$ cat config.mk
export PLATFORM = sky130hd
export DESIGN_NAME = analog_pad_sequencer
export DESIGN_NICKNAME = d
export VERILOG_FILES = /design/src/rtl/apsq_pkg.sv /design/src/rtl/apsq_wb_regs.sv /design/src/rtl/analog_pad_sequencer.sv
export SDC_FILE = /design/constraint.sdc
export NUM_CORES = 1
export LEC_CHECK = 0
export ABC_AREA = 1
export CORE_MARGIN = 1.5
export CORE_UTILIZATION = 50
export DETAILED_ROUTE_END_ITERATION = 8
export PLACE_DENSITY = 0.91
export SETUP_SLACK_MARGIN = 0.3
export SLEW_MARGIN = 15
export SYNTH_ARGS = -nofsm -noshare
export SYNTH_HDL_FRONTEND = slang
export SYNTH_HIERARCHICAL = 1
export SYNTH_SLANG_ARGS = --single-unit
export TNS_END_PERCENT = 10
$ cat constraint.sdc
create_clock -name wb_clk_i -period 2 [get_ports wb_clk_i]
set_clock_uncertainty 0.1 [all_clocks]
set_input_delay 0.4 -clock wb_clk_i [delete_from_list [all_inputs] [get_ports wb_clk_i]]
set_output_delay 0.4 -clock wb_clk_i [all_outputs]
set_load 0.02 [all_outputs]
$ cat src/rtl/apsq_pkg.sv
// rtl/apsq_pkg.sv - shared types, register map and pad-mode decode for the analog pad sequencer
package apsq_pkg;

    typedef enum logic [1:0] {
        MODE_ANALOG     = 2'b00,
        MODE_DRIVE_LOW  = 2'b01,
        MODE_DRIVE_HIGH = 2'b10,
        MODE_RSVD       = 2'b11
    } pad_mode_e;

    typedef enum logic [1:0] {
        ST_IDLE,
        ST_ISOLATE,
        ST_SETTLE,
        ST_APPLY
    } seq_state_e;

    localparam logic [3:0] REG_MODE   = 4'h0;
    localparam logic [3:0] REG_STATUS = 4'h4;
    localparam logic [3:0] REG_SETTLE = 4'h8;
    localparam logic [3:0] REG_IRQ    = 4'hC;

    // Returns {oeb, out}; the reserved code falls back to the safe analog state.
    function automatic logic [1:0] mode_to_pad(input logic [1:0] mode);
        logic [1:0] pad;
        case (pad_mode_e'(mode))
            MODE_DRIVE_LOW:  pad = 2'b00;
            MODE_DRIVE_HIGH: pad = 2'b01;
            default:         pad = 2'b10;
        endcase
        return pad;
    endfunction

endpackage

$ cat src/rtl/apsq_wb_regs.sv
// rtl/apsq_wb_regs.sv - Wishbone slave, register file, pending slot and interrupt flag
module apsq_wb_regs
    import apsq_pkg::*;
#(
    parameter int          NCH            = 6,
    parameter logic [31:0] BASE_ADDR      = 32'h3000_0100,
    parameter int          SETTLE_DEFAULT = 16,
    parameter int          CNT_W          = 8
) (
    input  logic              clk,
    input  logic              rst,
    input  logic              stb,
    input  logic              cyc,
    input  logic              we,
    input  logic [3:0]        sel,
    input  logic [31:0]       adr,
    input  logic [31:0]       dat_w,
    output logic              ack,
    output logic [31:0]       dat_r,
    input  logic              seq_active,
    input  logic              busy,
    input  logic              pend_clr,
    input  logic              done_set,
    output logic [2*NCH-1:0]  mode,
    output logic [CNT_W-1:0]  settle,
    output logic              mode_req,
    output logic              pend_valid,
    output logic              irq
);

    localparam int MW = 2 * NCH;

    localparam logic [1:0] SEL_MODE   = REG_MODE[3:2];
    localparam logic [1:0] SEL_STATUS = REG_STATUS[3:2];
    localparam logic [1:0] SEL_SETTLE = REG_SETTLE[3:2];
    localparam logic [1:0] SEL_IRQ    = REG_IRQ[3:2];

    logic              hit;
    logic [1:0]        req_reg;
    logic              req_we;
    logic [3:0]        req_sel;
    logic [31:0]       req_dat;
    logic [31:0]       rdata;
    logic [MW-1:0]     mode_wr;
    logic [CNT_W-1:0]  settle_wr;
    logic              commit_mode;
    logic              commit_settle;
    logic              commit_irq;
    logic              defer;
    logic              overrun;
    logic              irq_en;
    logic              done;
    logic              unused_regs;

    // A new request is only accepted when no ack is outstanding, so ack never repeats back to back.
    assign hit = stb & cyc & (adr[31:4] == BASE_ADDR[31:4]) & ~ack;

    // Writes land on the edge that closes the ack cycle, using the request captured at the hit.
    assign commit_mode   = ack & req_we & (req_reg == SEL_MODE);
    assign commit_settle = ack & req_we & (req_reg == SEL_SETTLE);
    assign commit_irq    = ack & req_we & (req_reg == SEL_IRQ) & req_sel[0];

    // A MODE write is parked in the pending slot whenever a sequence is in flight or already queued.
    assign defer = seq_active | pend_valid;

    assign irq         = done & irq_en;
    assign unused_regs = ^{adr[1:0], req_dat};

    // Read mux; unimplemented bits stay zero.
    always_comb begin
        rdata = '0;
        case (adr[3:2])
            SEL_MODE:   rdata[MW-1:0]    = mode;
            SEL_STATUS: rdata[2:0]       = {overrun, pend_valid, busy};
            SEL_SETTLE: rdata[CNT_W-1:0] = settle;
            SEL_IRQ:    rdata[1:0]       = {done, irq_en};
            default:    rdata = '0;
        endcase
    end

    // Byte-lane merge of write data into MODE and SETTLE.
    always_comb begin
        mode_wr   = mode;
        settle_wr = settle;
        for (int b = 0; b < MW; b++) begin
            if (req_sel[b / 8]) mode_wr[b] = req_dat[b];
        end
        for (int b = 0; b < CNT_W; b++) begin
            if (req_sel[b / 8]) settle_wr[b] = req_dat[b];
        end
    end

    // Bus handshake: capture the request on hit, ack one cycle later with registered read data.
    always_ff @(posedge clk or posedge rst) begin
        if (rst) begin
            ack     <= 1'b0;
            dat_r   <= '0;
            req_reg <= '0;
            req_we  <= 1'b0;
            req_sel <= '0;
            req_dat <= '0;
        end else begin
            ack   <= hit;
            dat_r <= (hit && !we) ? rdata : '0;
            if (hit) begin
                req_reg <= adr[3:2];
                req_we  <= we;
                req_sel <= sel;
                req_dat <= dat_w;
            end
        end
    end

    // Register state, pending/overrun bookkeeping and the DONE flag (set beats W1C).
    always_ff @(posedge clk or posedge rst) begin
        if (rst) begin
            mode       <= '0;
            settle     <= CNT_W'(SETTLE_DEFAULT);
            irq_en     <= 1'b0;
            done       <= 1'b0;
            pend_valid <= 1'b0;
            overrun    <= 1'b0;
            mode_req   <= 1'b0;
        end else begin
            mode_req <= commit_mode & ~defer;
            if (commit_mode)   mode   <= mode_wr;
            if (commit_settle) settle <= settle_wr;
            if (commit_irq)    irq_en <= req_dat[0];
            done <= done_set | (done & ~(commit_irq & req_dat[1]));
            if (commit_mode && defer) begin
                pend_valid <= 1'b1;
                if (pend_valid && !pend_clr) overrun <= 1'b1;
            end else if (pend_clr) begin
                pend_valid <= 1'b0;
            end
        end
    end

endmodule

$ cat src/rtl/analog_pad_sequencer.sv
// rtl/analog_pad_sequencer.sv - break-before-make sequencer driving analog-capable pad controls
module analog_pad_sequencer
    import apsq_pkg::*;
#(
    parameter int          NCH            = 6,
    parameter logic [31:0] BASE_ADDR      = 32'h3000_0100,
    parameter int          SETTLE_DEFAULT = 16,
    parameter int          CNT_W          = 8
) (
    input  logic            wb_clk_i,
    input  logic            wb_rst_i,
    input  logic            wbs_stb_i,
    input  logic            wbs_cyc_i,
    input  logic            wbs_we_i,
    input  logic [3:0]      wbs_sel_i,
    input  logic [31:0]     wbs_adr_i,
    input  logic [31:0]     wbs_dat_i,
    output logic            wbs_ack_o,
    output logic [31:0]     wbs_dat_o,
    output logic [NCH-1:0]  io_out,
    output logic [NCH-1:0]  io_oeb,
    output logic            busy,
    output logic            irq
);

    localparam int MW = 2 * NCH;

    seq_state_e        state;
    seq_state_e        state_nx;
    logic [CNT_W-1:0]  cnt;
    logic [CNT_W-1:0]  cnt_nx;
    logic [MW-1:0]     applied;
    logic [MW-1:0]     tgt;
    logic [MW-1:0]     mode;
    logic [CNT_W-1:0]  settle;
    logic [NCH-1:0]    oeb_q;
    logic [NCH-1:0]    out_q;
    logic              start;
    logic              apply_now;
    logic              pend_clr;
    logic              mode_req;
    logic              pend_valid;
    logic              seq_active;

    assign seq_active = (state != ST_IDLE);
    // A queued target keeps busy asserted through the APPLY cycle so back-to-back sequences look continuous.
    assign busy   = (state == ST_ISOLATE) || (state == ST_SETTLE) ||
                    ((state == ST_APPLY) && pend_valid && (mode != applied));
    assign io_oeb = oeb_q;
    assign io_out = out_q;

    apsq_wb_regs #(
        .NCH            (NCH),
        .BASE_ADDR      (BASE_ADDR),
        .SETTLE_DEFAULT (SETTLE_DEFAULT),
        .CNT_W          (CNT_W)
    ) u_regs (
        .clk        (wb_clk_i),
        .rst        (wb_rst_i),
        .stb        (wbs_stb_i),
        .cyc        (wbs_cyc_i),
        .we         (wbs_we_i),
        .sel        (wbs_sel_i),
        .adr        (wbs_adr_i),
        .dat_w      (wbs_dat_i),
        .ack        (wbs_ack_o),
        .dat_r      (wbs_dat_o),
        .seq_active (seq_active),
        .busy       (busy),
        .pend_clr   (pend_clr),
        .done_set   (apply_now),
        .mode       (mode),
        .settle     (settle),
        .mode_req   (mode_req),
        .pend_valid (pend_valid),
        .irq        (irq)
    );

    // Next-state logic: start on a fresh or queued target that differs from what the pads carry.
    always_comb begin
        state_nx  = state;
        cnt_nx    = cnt;
        start     = 1'b0;
        apply_now = 1'b0;
        pend_clr  = 1'b0;
        case (state)
            ST_IDLE, ST_APPLY: begin
                state_nx = ST_IDLE;
                pend_clr = pend_valid;
                if ((mode_req || pend_valid) && (mode != applied)) begin
                    start    = 1'b1;
                    state_nx = ST_ISOLATE;
                end
            end
            ST_ISOLATE: begin
                if (settle == '0) begin
                    apply_now = 1'b1;
                    state_nx  = ST_APPLY;
                end else begin
                    cnt_nx   = settle - CNT_W'(1);
                    state_nx = ST_SETTLE;
                end
            end
            ST_SETTLE: begin
                if (cnt == '0) begin
                    apply_now = 1'b1;
                    state_nx  = ST_APPLY;
                end else begin
                    cnt_nx = cnt - CNT_W'(1);
                end
            end
            default: state_nx = ST_IDLE;
        endcase
    end

    // State, counter and pad registers; changed pads are released before any new value is driven.
    always_ff @(posedge wb_clk_i or posedge wb_rst_i) begin
        if (wb_rst_i) begin
            state   <= ST_IDLE;
            cnt     <= '0;
            applied <= '0;
            tgt     <= '0;
            oeb_q   <= '1;
            out_q   <= '0;
        end else begin
            state <= state_nx;
            cnt   <= cnt_nx;
            if (start) begin
                tgt <= mode;
                for (int i = 0; i < NCH; i++) begin
                    if (mode[2*i +: 2] != applied[2*i +: 2]) begin
                        oeb_q[i] <= 1'b1;
                        out_q[i] <= 1'b0;
                    end
                end
            end
            if (apply_now) begin
                applied <= tgt;
                for (int i = 0; i < NCH; i++) begin
                    {oeb_q[i], out_q[i]} <= mode_to_pad(tgt[2*i +: 2]);
                end
            end
        end
    end

endmodule

==> results.sh, run 1 <==
export IMPL_dr_pass1_iters=5
export IMPL_run_status="finished, violations left"
export IMPL_critPathMaxFanout=2
export IMPL_synth_warnings=6
export IMPL_grt_setup_unrepaired="true"
export IMPL_synthToLayoutAreaGrowth_pct=32.0
export IMPL_antenna_found_initial=0
export IMPL_maxSlewViolCount=0
export IMPL_grt_pass1_wl_mm=20.3
export IMPL_start_kind="flop"
export IMPL_required_ps=1500
export IMPL_worstSetupStartpoint="u_regs/mode[6]$_DFFE_PP0P_"
export IMPL_finalSetupViolations=1
export IMPL_cts_root_buf="clkbuf_8"
export IMPL_regToRegStartpoint="state[0]$_DFFE_PP0P_"
export IMPL_netlist_instances=621
export IMPL_rows=36
export IMPL_timing_final_ws_setup_ps=-185
export IMPL_synth_distinct_cells=36
export IMPL_critical_path_class="flop to output port"
export IMPL_period_needed_ps=2180
export IMPL_core_um2=9910
export IMPL_crit_arrival_ps=1680
export IMPL_yosysTopAreaCellShare_pct=45.5
export IMPL_hold_buffers=0
export IMPL_dieWidth_um=105
export IMPL_drt_wirelength_per_cell_um=15.3
export IMPL_failed_checks="negative setup slack"
export IMPL_end_kind="output port"
export IMPL_avgSynthCellArea_um2=8.32
export IMPL_cts_buffers=9
export IMPL_grt_usage_pct=23.1
export IMPL_synth_ff_type="dfrtp_1"
export IMPL_ant_nets=0
export IMPL_regArea_um2=2540
export IMPL_holdWs_ps=325
export IMPL_overflow=0
export IMPL_maxCapViolations=0
export IMPL_p_per_area_nw_per_um2=524
export IMPL_grt_max_degree=47
export IMPL_drc_errors=0
export IMPL_finalCritPeriodShare_pct=109
export IMPL_multi_input_area_um2=2380
export IMPL_hpwl_mm=8.75
export IMPL_synth_area_top_cells="dfrtp_1 46%, nand2_1 14%, inv_1 5.6%"
export IMPL_cts_max_path_buffers=2
export IMPL_wl_mm=13.4
export IMPL_fillers=708
export IMPL_grt_pass1_vias=4387
export IMPL_port_buffer_count=75
export IMPL_irDropWorstVdd_uv=371
export IMPL_final_hold_viol_count=0
export IMPL_routed_via_density=5.24
export IMPL_vias=4598
export IMPL_start_util_pct=52.1
export IMPL_synth_seq_area_share_pct=49.1
export IMPL_synth_top_cell_by_area="dfrtp_1"
export IMPL_cts_clk_slew_worst_paths_ps=90
export IMPL_cts_tree="done"
export IMPL_clock_tree_htree_level_count=3
export IMPL_insertion_delay_ps=380
export IMPL_n_antenna_cell=0
export IMPL_cts_sinks=101
export IMPL_final_layout_size_suffix_gt1_share_pct=23.8
export IMPL_dieArea_um2=10900
export IMPL_syn_area_um2=5160
export IMPL_dpl_cell_count=848
export IMPL_max_freq_ghz=0.458
export IMPL_final_nets=825
export IMPL_gp_congestion=0.871
export IMPL_setup_tns_ps=-185
export IMPL_drt_iter0_drc=310
export IMPL_hold_class="input pin to async pin"
export IMPL_synth_edf_count=0
export IMPL_synth_async_sr_flop_share_pct=100
export IMPL_synth_seq_cells=101
export IMPL_ios=120
export IMPL_die_y_um=105
export IMPL_finalNonFillerCells=878
export IMPL_leakage_nw=3.48
logic make-up (layout without fill, tap and decap cells):
family	count (synthesis)	count (layout)	synth area share [%]
AND/OR/NAND/NOR	306	308	25.1
other	1	20	0.0726
AO/OA/AOI/OAI	69	69	8.28
buffers and inverters	117	220	12.1
XOR/XNOR	16	16	2.71
adder cells (fa/ha/maj)	11	11	2.66
flip-flops	101	101	49.1
synthesized netlist by cell type, types with 2 or more instances:
library cell,count
a22o_1,5
buf_4,23
o21ai_1,13
nor2_2,8
a21oi_1,11
inv_2,3
xor2_1,2
inv_1,77
nor2_1,55
nand2_1,192
buf_6,7
nand4_1,2
buf_2,3
o21ai_0,22
dfstp_2,7
nand3_1,31
nand2_2,6
dfrtp_1,94
ha_1,11
o21ai_2,16
nand3b_1,3
nand2_4,3
xnor2_1,14
cell type report:
class,instances,area share (%)
Clock inverter,6,1.05
Inverter,81,4.62
Tap cell,133,2.44
Timing Repair Buffer,124,17.9
Sequential cell,101,37.2
Clock buffer,9,1.82
Multi-Input combinational cell,424,35.0
metal layers:
layer  track usage (%)  up-vias  routed length, um
met5                 0        -                  0
met4              9.59        0                466
met3              4.37       54               1000
met2              38.4      249               6700
met1              29.6     2177               5270
li1                  -     2118                  -
final timing paths:
| check | cells past startpoint | endpoint | slack (ps) |
|---|---|---|---|
| max | 7 | busy | -180 |
| min | 2 | u_regs/mode[7]$_DFFE_PP0P_ | 320 |
| max reg2reg | 10 | applied[1]$_DFFE_PP0N_ | 50 |
| min reg2reg | 2 | u_regs/overrun$_DFFE_PP0P_ | 370 |
| max in group asynchronous | 3 | u_regs/req_dat[8]$_DFFE_PP0P_ | 990 |
| min in group wb_clk_i | 2 | u_regs/overrun$_DFFE_PP0P_ | 370 |
where the power goes:
group             switching, W  leakage [nW]  internal [W]  total [W]
Sequential     0.0000000000199          1.38       0.00204    0.00204
Combinational         0.000109          2.01      0.000104   0.000213
Clock                 0.000738        0.0923      0.000583    0.00132
Total                 0.000848          3.48       0.00273    0.00357
layout by cell type, fill, tap and decap left out, types with 19 or more instances in the layout:
master,netlist,layout
buf_4,23,30
clkdlybuf4s50_1,0,48
conb_1,1,20
dfrtp_1,94,92
dlygate4sd2_1,0,19
inv_1,77,68
nand2_1,192,181
nand3_1,31,27
nor2_1,55,43
o21ai_2,16,20
through the flow:
step / util, % / total power, W / worst slack (ps) / instance area (um2)
floorplan: - / 0.00220 / 205 / 5240
global placement: 62.2 / 0.00229 / -118 / 6160
detailed placement: 62.2 / 0.00229 / -139 / 6160
CTS: 65.9 / 0.00358 / -120 / 6530
global route: 68.8 / 0.00370 / -263 / 6820
finish: 68.8 / 0.00357 / -185 / 6820
critical path, stage by stage, from the launching register on:
cell     delay (ps)
dfrtp_1         440
xnor2_1         240
nand2_2         100
nor2_2          130
nand3_2         100
nand3_2          80
nand2_2          80
buf_6           140
repair_timing:
item                                    CTS  global route
pin swaps                                12            32
endpoints found under the setup margin   73            51
gates cloned                              0             2
setup buffers                             8             5
gates resized for setup                  79            66
(Power assumes the default switching activity.)
==> inputs of run 2 (changes only) <==
--- a/config.mk
+++ b/config.mk
@@ -5,11 +5,13 @@
 export SDC_FILE = /design/constraint.sdc
 export NUM_CORES = 1
 export LEC_CHECK = 0
-export ABC_AREA = 1
+export CELL_PAD_IN_SITES_DETAIL_PLACEMENT = 2
+export CELL_PAD_IN_SITES_GLOBAL_PLACEMENT = 2
 export CORE_MARGIN = 1.5
-export CORE_UTILIZATION = 50
+export CORE_UTILIZATION = 32
+export CTS_BUF_LIST = sky130_fd_sc_hd__clkbuf_16
 export DETAILED_ROUTE_END_ITERATION = 8
-export PLACE_DENSITY = 0.91
+export PLACE_DENSITY = 0.9
 export SETUP_SLACK_MARGIN = 0.3
 export SLEW_MARGIN = 15
 export SYNTH_ARGS = -nofsm -noshare
==> run 2 against run 1 <==
The flow still finishes with violations (negative setup slack). Non-clock buffer count is 43 higher. Combinational power is 2% higher. Clock-buffer cell count is the same. Total power up 9.5%.
==> results.sh, run 2 <==
export IMPL_endpoint="cnt[5]$_DFFE_PP0P_"
export IMPL_clock_tree_htree_level_count=3
export IMPL_final_layout_size_suffix_gt1_share_pct=45.5
export IMPL_critical_path_class="flop to flop"
export IMPL_worstSetupStartpoint="state[0]$_DFFE_PP0P_"
export IMPL_leakage_nw=3.45
export IMPL_regToRegStartpoint="state[0]$_DFFE_PP0P_"
export IMPL_dieArea_um2=16400
export IMPL_wl_met3_um=865
export IMPL_finalSetupViolations=47
export IMPL_required_ps=2150
export IMPL_port_buffer_count=75
export IMPL_p_per_area_nw_per_um2=531
export IMPL_period_needed_ps=2290
export IMPL_core_um2=15200
export IMPL_drc_errors=0
export IMPL_dr_pass1_iters=4
export IMPL_wl_mm=21.0
export IMPL_netlist_instances=415
export IMPL_cts_buffers=9
export IMPL_irDropWorstVdd_uv=429
export IMPL_synth_common_cells="94 x dfrtp_1, 47 x mux2_2, 24 x inv_1, 24 x nor2_1, 22 x a21oi_1"
export IMPL_r2r_setup_slack_ps=-290
export IMPL_start_util_pct=32.9
export IMPL_synth_async_sr_flop_share_pct=100
export IMPL_ios=120
export IMPL_dieWidth_um=128
export IMPL_r2r_end="cnt[5]$_DFFE_PP0P_"
export IMPL_avgSynthCellArea_um2=12.0
export IMPL_multi_input_area_um2=2650
export IMPL_syn_area_um2=4990
export IMPL_grt_usage_pct=25.4
export IMPL_ant_nets=0
export IMPL_hold_class="input pin to async pin"
export IMPL_drt_iter0_drc=187
export IMPL_synth_most_common_cell="dfrtp_1"
export IMPL_tightest_slew_ps=644
export IMPL_fillers=1495
export IMPL_timing_final_ws_setup_ps=-291
export IMPL_post_place_ws_ps=-583
export IMPL_final_area_um2=7380
export IMPL_regArea_um2=2540
export IMPL_cts_clk_slew_worst_paths_ps=70
export IMPL_synth_seq_cells=101
export IMPL_finalCritPeriodShare_pct=115
export IMPL_setup_tns_ps=-6380
export IMPL_place_area_um2=6420
export IMPL_critPathMaxFanout=4
export IMPL_utilization_pct=48.5
export IMPL_met2_length_mm=11.2
export IMPL_cts_tree="done"
export IMPL_final_nets=665
export IMPL_gp_congestion=0.856
export IMPL_top_layer="met4"
export IMPL_final_hold_viol_count=0
export IMPL_crit_arrival_ps=2440
export IMPL_run_status="finished, violations left"
export IMPL_cts_sinks=101
export IMPL_critical_path_max_stage_delay_ps=500
export IMPL_overflow=0
export IMPL_synth_seq_area_share_pct=50.8
export IMPL_synth_area_top_cells="dfrtp_1 47%, mux2_2 11%, mux2_4 4.2%"
export IMPL_final_cell_mix="89 x dfrtp_1, 70 x buf_4, 39 x mux2_2, 39 x dlygate4sd2_1, 22 x mux2_4"
export IMPL_synth_warnings=6
export IMPL_path_cells="inv_2 -> ha_4 -> or4b_4 -> o32ai_4 -> buf_4 -> nand3_2 -> mux2i_2 -> nor3_2"
export IMPL_cts_max_path_buffers=2
export IMPL_hpwl_mm=12.6
export IMPL_maxCapViolations=0
export IMPL_failed_checks="negative setup slack"
export IMPL_crit_cells=8
export IMPL_end_kind="flop"
export IMPL_grt_pass1_wl_mm=29.9
export IMPL_start_kind="flop"
export IMPL_grt_setup_unrepaired="true"
export IMPL_rows=45
export IMPL_final_common_cell="dfrtp_1"
export IMPL_crit_family="simple AND/OR/NAND/NOR gates"
export IMPL_synthToLayoutAreaGrowth_pct=47.7
export IMPL_wl_met1_mm=8.19
export IMPL_cts_root_buf="clkbuf_16"
export IMPL_synth_top_cell_by_area="dfrtp_1"
export IMPL_grt_max_degree=56
export IMPL_grt_pass1_vias=4715
export IMPL_insertion_delay_ps=370
export IMPL_synth_distinct_cells=56
export IMPL_n_antenna_cell=0
export IMPL_drt_wirelength_per_cell_um=27.2
export IMPL_synth_edf_count=0
export IMPL_routed_via_density=5.35
export IMPL_slew_headroom_pct=56.9
export IMPL_maxSlewViolCount=0
export IMPL_max_freq_ghz=0.437
export IMPL_antenna_found_initial=0
export IMPL_cp_slowest_cell="or4b_4"
export IMPL_yosysTopAreaCellShare_pct=47.1
export IMPL_synth_ff_type="dfrtp_1"
export IMPL_path_buf_inv=2
export IMPL_die_y_um=128
export IMPL_rr_worst_depth=8
export IMPL_vias=4139
==> run 2: routing by layer <==
| metal | vias to the layer above | GRT usage [%] |
|---|---|---|
| li1 | 1763 | - |
| met1 | 2171 | 28.7 |
| met2 | 161 | 46.0 |
| met3 | 44 | 4.05 |
| met4 | 0 | 13.2 |
| met5 | - | 0 |
==> run 2: logic make-up after synthesis <==
group,count (synthesis),share of synthesized area (%)
DFF,101,50.8
xor gates and xnor gates,18,3.16
muxes,67,16.5
AOI/OAI and AO/OA,60,7.59
and+or+nand+nor,102,12.7
adders and majority gates,11,2.76
buffers and inverters,55,6.44
other,1,0.0751
==> run 2: cell type report <==
| type | instances | area share, % |
|---|---|---|
| clock buffers | 9 | 3.05 |
| multi-input cells | 278 | 35.9 |
| clock inverters | 6 | 0.458 |
| inverters | 24 | 1.36 |
| flip-flops and latches | 101 | 34.5 |
| well taps | 188 | 3.19 |
| repair buffers | 167 | 21.6 |
==> run 2: what timing repair did <==
item                                    4_1_cts  5_1_grt
gates resized for setup                     146       56
pin swaps                                    26       22
endpoints found under the setup margin      102       93
hold buffers                                  0        0
buffers inserted                             15       10
cloned                                        2        1
==> run 2: where the power goes <==
part	switching (W)	internal (W)
Clock	0.000829	0.000827
Combinational	0.000127	0.0000907
Sequential	0.0000000000310	0.00204
Total	0.000956	0.00296
==> run 2: through the flow <==
stage                     hold slack [ps]  instances  power [W]
after detailed placement              373        730    0.00231
after global routing                  342        773    0.00405
after floorplan                       342        434    0.00219
after global placement                351        730    0.00230
final                                 316        773    0.00392
after CTS                             350        762    0.00391
==> run 2: worst min-delay path by stage <==
stage	from	to	slack, ps	cells past startpoint
2_1_floorplan	u_regs/overrun$_DFFE_PP0P_	u_regs/overrun$_DFFE_PP0P_	340	1
3_3_place_gp	u_regs/overrun$_DFFE_PP0P_	u_regs/overrun$_DFFE_PP0P_	350	1
3_5_place_dp	u_regs/overrun$_DFFE_PP0P_	u_regs/overrun$_DFFE_PP0P_	370	1
4_1_cts	wb_rst_i	io_out[3]$_DFFE_PP0P_	350	2
5_1_grt	wb_rst_i	io_out[3]$_DFFE_PP0P_	340	2
6_report	wb_rst_i	tgt[8]$_DFFE_PP0P_	320	2
==> inputs of run 3 (changes only) <==
--- a/config.mk
+++ b/config.mk
@@ -18,4 +18,4 @@
 export SYNTH_HDL_FRONTEND = slang
 export SYNTH_HIERARCHICAL = 1
 export SYNTH_SLANG_ARGS = --single-unit
-export TNS_END_PERCENT = 10
+export TNS_END_PERCENT = 1
==> run 3 against run 2 <==
The flow still finishes with violations (negative setup slack). Clock-buffer cell count unchanged. First-iteration DRC count fell by 17%. Via count down 3.8%. Core utilization shrank 1.6 points. Worst hold slack worse by 5.5 ps. Critical path depth is the same. Design area shrank 3.4%.
==> results.sh, run 3 (synthesis results as in run 2) <==
export IMPL_ant_nets=0
export IMPL_grt_setup_unrepaired="true"
export IMPL_irDropWorstVdd_uv=337
export IMPL_cts_buffers=9
export IMPL_seqPwrFrac_pct=48.2
export IMPL_finalSetupViolations=44
export IMPL_cts_sinks=101
export IMPL_critPathMaxFanout=3
export IMPL_power_switching_w=0.000991
export IMPL_leakage_nw=3.37
export IMPL_power_total_w=0.00423
export IMPL_cts_clk_slew_worst_paths_ps=70
export IMPL_ios=120
export IMPL_utilization_pct=46.9
export IMPL_drt_iter0_drc=155
export IMPL_r2r_setup_slack_ps=-270
export IMPL_failed_checks="negative setup slack"
export IMPL_grt_pass1_wl_mm=27.7
export IMPL_clock_tree_htree_level_count=3
export IMPL_port_buffer_count=75
export IMPL_vias=3980
export IMPL_p_clk_share_pct=46.7
export IMPL_final_common_cell="dfrtp_1"
export IMPL_dr_pass1_iters=4
export IMPL_slew_headroom_pct=49.8
export IMPL_finalNonFillerCells=765
export IMPL_gp_congestion=0.805
export IMPL_cp_slowest_cell="or4b_4"
export IMPL_top_layer="met4"
export IMPL_met2_length_mm=10.1
export IMPL_critical_path_max_stage_delay_ps=500
export IMPL_hpwl_mm=12.7
export IMPL_period_needed_ps=2270
export IMPL_maxCapViolations=0
export IMPL_dpl_cell_count=732
export IMPL_pwr_share_comb_pct=5.1
export IMPL_wl_met3_um=754
export IMPL_antenna_found_initial=0
export IMPL_crit_family="compound AO/OA/AOI/OAI gates"
export IMPL_end_kind="flop"
export IMPL_swShare_pct=23.4
export IMPL_wl_met1_mm=6.93
export IMPL_hold_class="input pin to async pin"
export IMPL_p_int_w=0.00324
export IMPL_r2r_end="cnt[7]$_DFFE_PP0P_"
export IMPL_place_area_um2=6410
export IMPL_final_nets=656
export IMPL_cts_root_buf="clkbuf_16"
export IMPL_dieArea_um2=16400
export IMPL_crit_arrival_ps=2400
export IMPL_overflow=0
export IMPL_grt_usage_pct=22.8
export IMPL_tightest_slew_ps=751
export IMPL_path_cells="inv_2 -> ha_4 -> or4b_4 -> o32ai_4 -> buf_4 -> a21oi_1 -> o21ai_1 -> o31ai_2"
export IMPL_core_um2=15200
export IMPL_run_status="finished, violations left"
export IMPL_routed_via_density=5.20
export IMPL_max_freq_ghz=0.441
export IMPL_fillers=1547
export IMPL_path_buf_inv=2
export IMPL_required_ps=2130
export IMPL_post_place_ws_ps=-512
export IMPL_maxSlewViolCount=0
export IMPL_wl_mm=18.5
export IMPL_start_kind="flop"
export IMPL_n_antenna_cell=0
export IMPL_rows=45
export IMPL_final_area_um2=7130
export IMPL_grt_pass1_vias=4765
export IMPL_die_y_um=128
export IMPL_final_cell_mix="90 x dfrtp_1, 73 x buf_4, 41 x mux2_2, 41 x dlygate4sd2_1, 23 x nor2_1"
export IMPL_insertion_delay_ps=360
export IMPL_final_hold_viol_count=0
export IMPL_finalCritPeriodShare_pct=113
export IMPL_regToRegStartpoint="state[0]$_DFFE_PP0P_"
export IMPL_final_layout_size_suffix_gt1_share_pct=41.1
export IMPL_grt_max_degree=47
export IMPL_start_util_pct=32.9
export IMPL_timing_final_ws_setup_ps=-268
export IMPL_p_per_area_nw_per_um2=594
export IMPL_critical_path_class="flop to flop"
export IMPL_drt_wirelength_per_cell_um=24.1
export IMPL_cts_max_path_buffers=2
export IMPL_synthToLayoutAreaGrowth_pct=42.7
export IMPL_rr_worst_depth=8
export IMPL_dieWidth_um=128
export IMPL_drc_errors=0
export IMPL_cts_tree="done"
-- run 3: cell types whose count changed in the layout (fill, tap and decap cells not counted), sizes merged --
| cell | change |
|---|---|
| buf | -9 |
| clkbuf | -3 |
| bufinv | +2 |
| clkinv | -2 |
| dlygate4sd2 | +2 |
| inv | +2 |
| clkdlybuf4s15 | +1 |
| clkinvlp | -1 |
-- run 3: worst reg2reg max path: cells and delay by family (launching register included) --
kind	cells	cell delay, ps
AOI/OAI and AO/OA	4	670
buffers and inverters	2	300
DFF	1	420
adders and majority gates	1	160
and+or+nand+nor	1	500
-- run 3: final cells by class --
| cell class | instances | area [um2] | share of cell area (%) |
|---|---|---|---|
| Timing Repair Buffer | 158 | 1430 | 20.0 |
| Clock inverter | 7 | 96.3 | 1.35 |
| Inverter | 24 | 90.1 | 1.26 |
| Sequential cell | 101 | 2540 | 35.7 |
| Tap cell | 188 | 235 | 3.30 |
| Multi-Input combinational cell | 278 | 2510 | 35.3 |
| Clock buffer | 9 | 225 | 3.16 |
-- run 3: per-stage QoR --
| step | hold slack (ps) | TNS (ps) |
|---|---|---|
| after detailed placement | 374 | -14640 |
| after floorplan | 342 | -1350 |
| after CTS | 316 | -4280 |
| after global placement | 351 | -7450 |
| final | 311 | -4810 |
| after global routing | 343 | -8760 |
-- run 3: routing by layer --
metal	GRT usage, %	vias to the layer above
met4	10.7	0
met3	3.92	41
met5	0	-
li1	-	1741
met1	24.0	2055
met2	43.9	143
-- run 3: timing repair --
item                       4_1_cts  5_1_grt
hold buffers                     0        0
buffers inserted                11        6
gates resized for setup        127       27
pin swaps                       28       19
setup endpoints to repair      102       90
-- run 3: power groups by stage --
stage | Clock, W | Sequential [W] | Combinational [W]
finish | 0.00198 | 0.00204 | 0.000214
global route | 0.00208 | 0.00204 | 0.000230
CTS | 0.00201 | 0.00204 | 0.000217
detailed placement | 0 | 0.00208 | 0.000225
global placement | 0 | 0.00208 | 0.000215
floorplan | 0 | 0.00208 | 0.000109
-- run 3: worst max path at each step --
stage,startpoint,to,cells past startpoint
6_report,state[0]$_DFFE_PP0P_,cnt[7]$_DFFE_PP0P_,8
5_1_grt,state[0]$_DFFE_PP0P_,applied[10]$_DFFE_PP0N_,9
4_1_cts,state[0]$_DFFE_PP0P_,cnt[7]$_DFFE_PP0P_,8
3_5_place_dp,applied[9]$_DFFE_PP0N_,busy,6
3_3_place_gp,u_regs/mode[9]$_DFFE_PP0P_,busy,6
2_1_floorplan,state[0]$_DFFE_PP0P_,cnt[6]$_DFFE_PP0P_,10
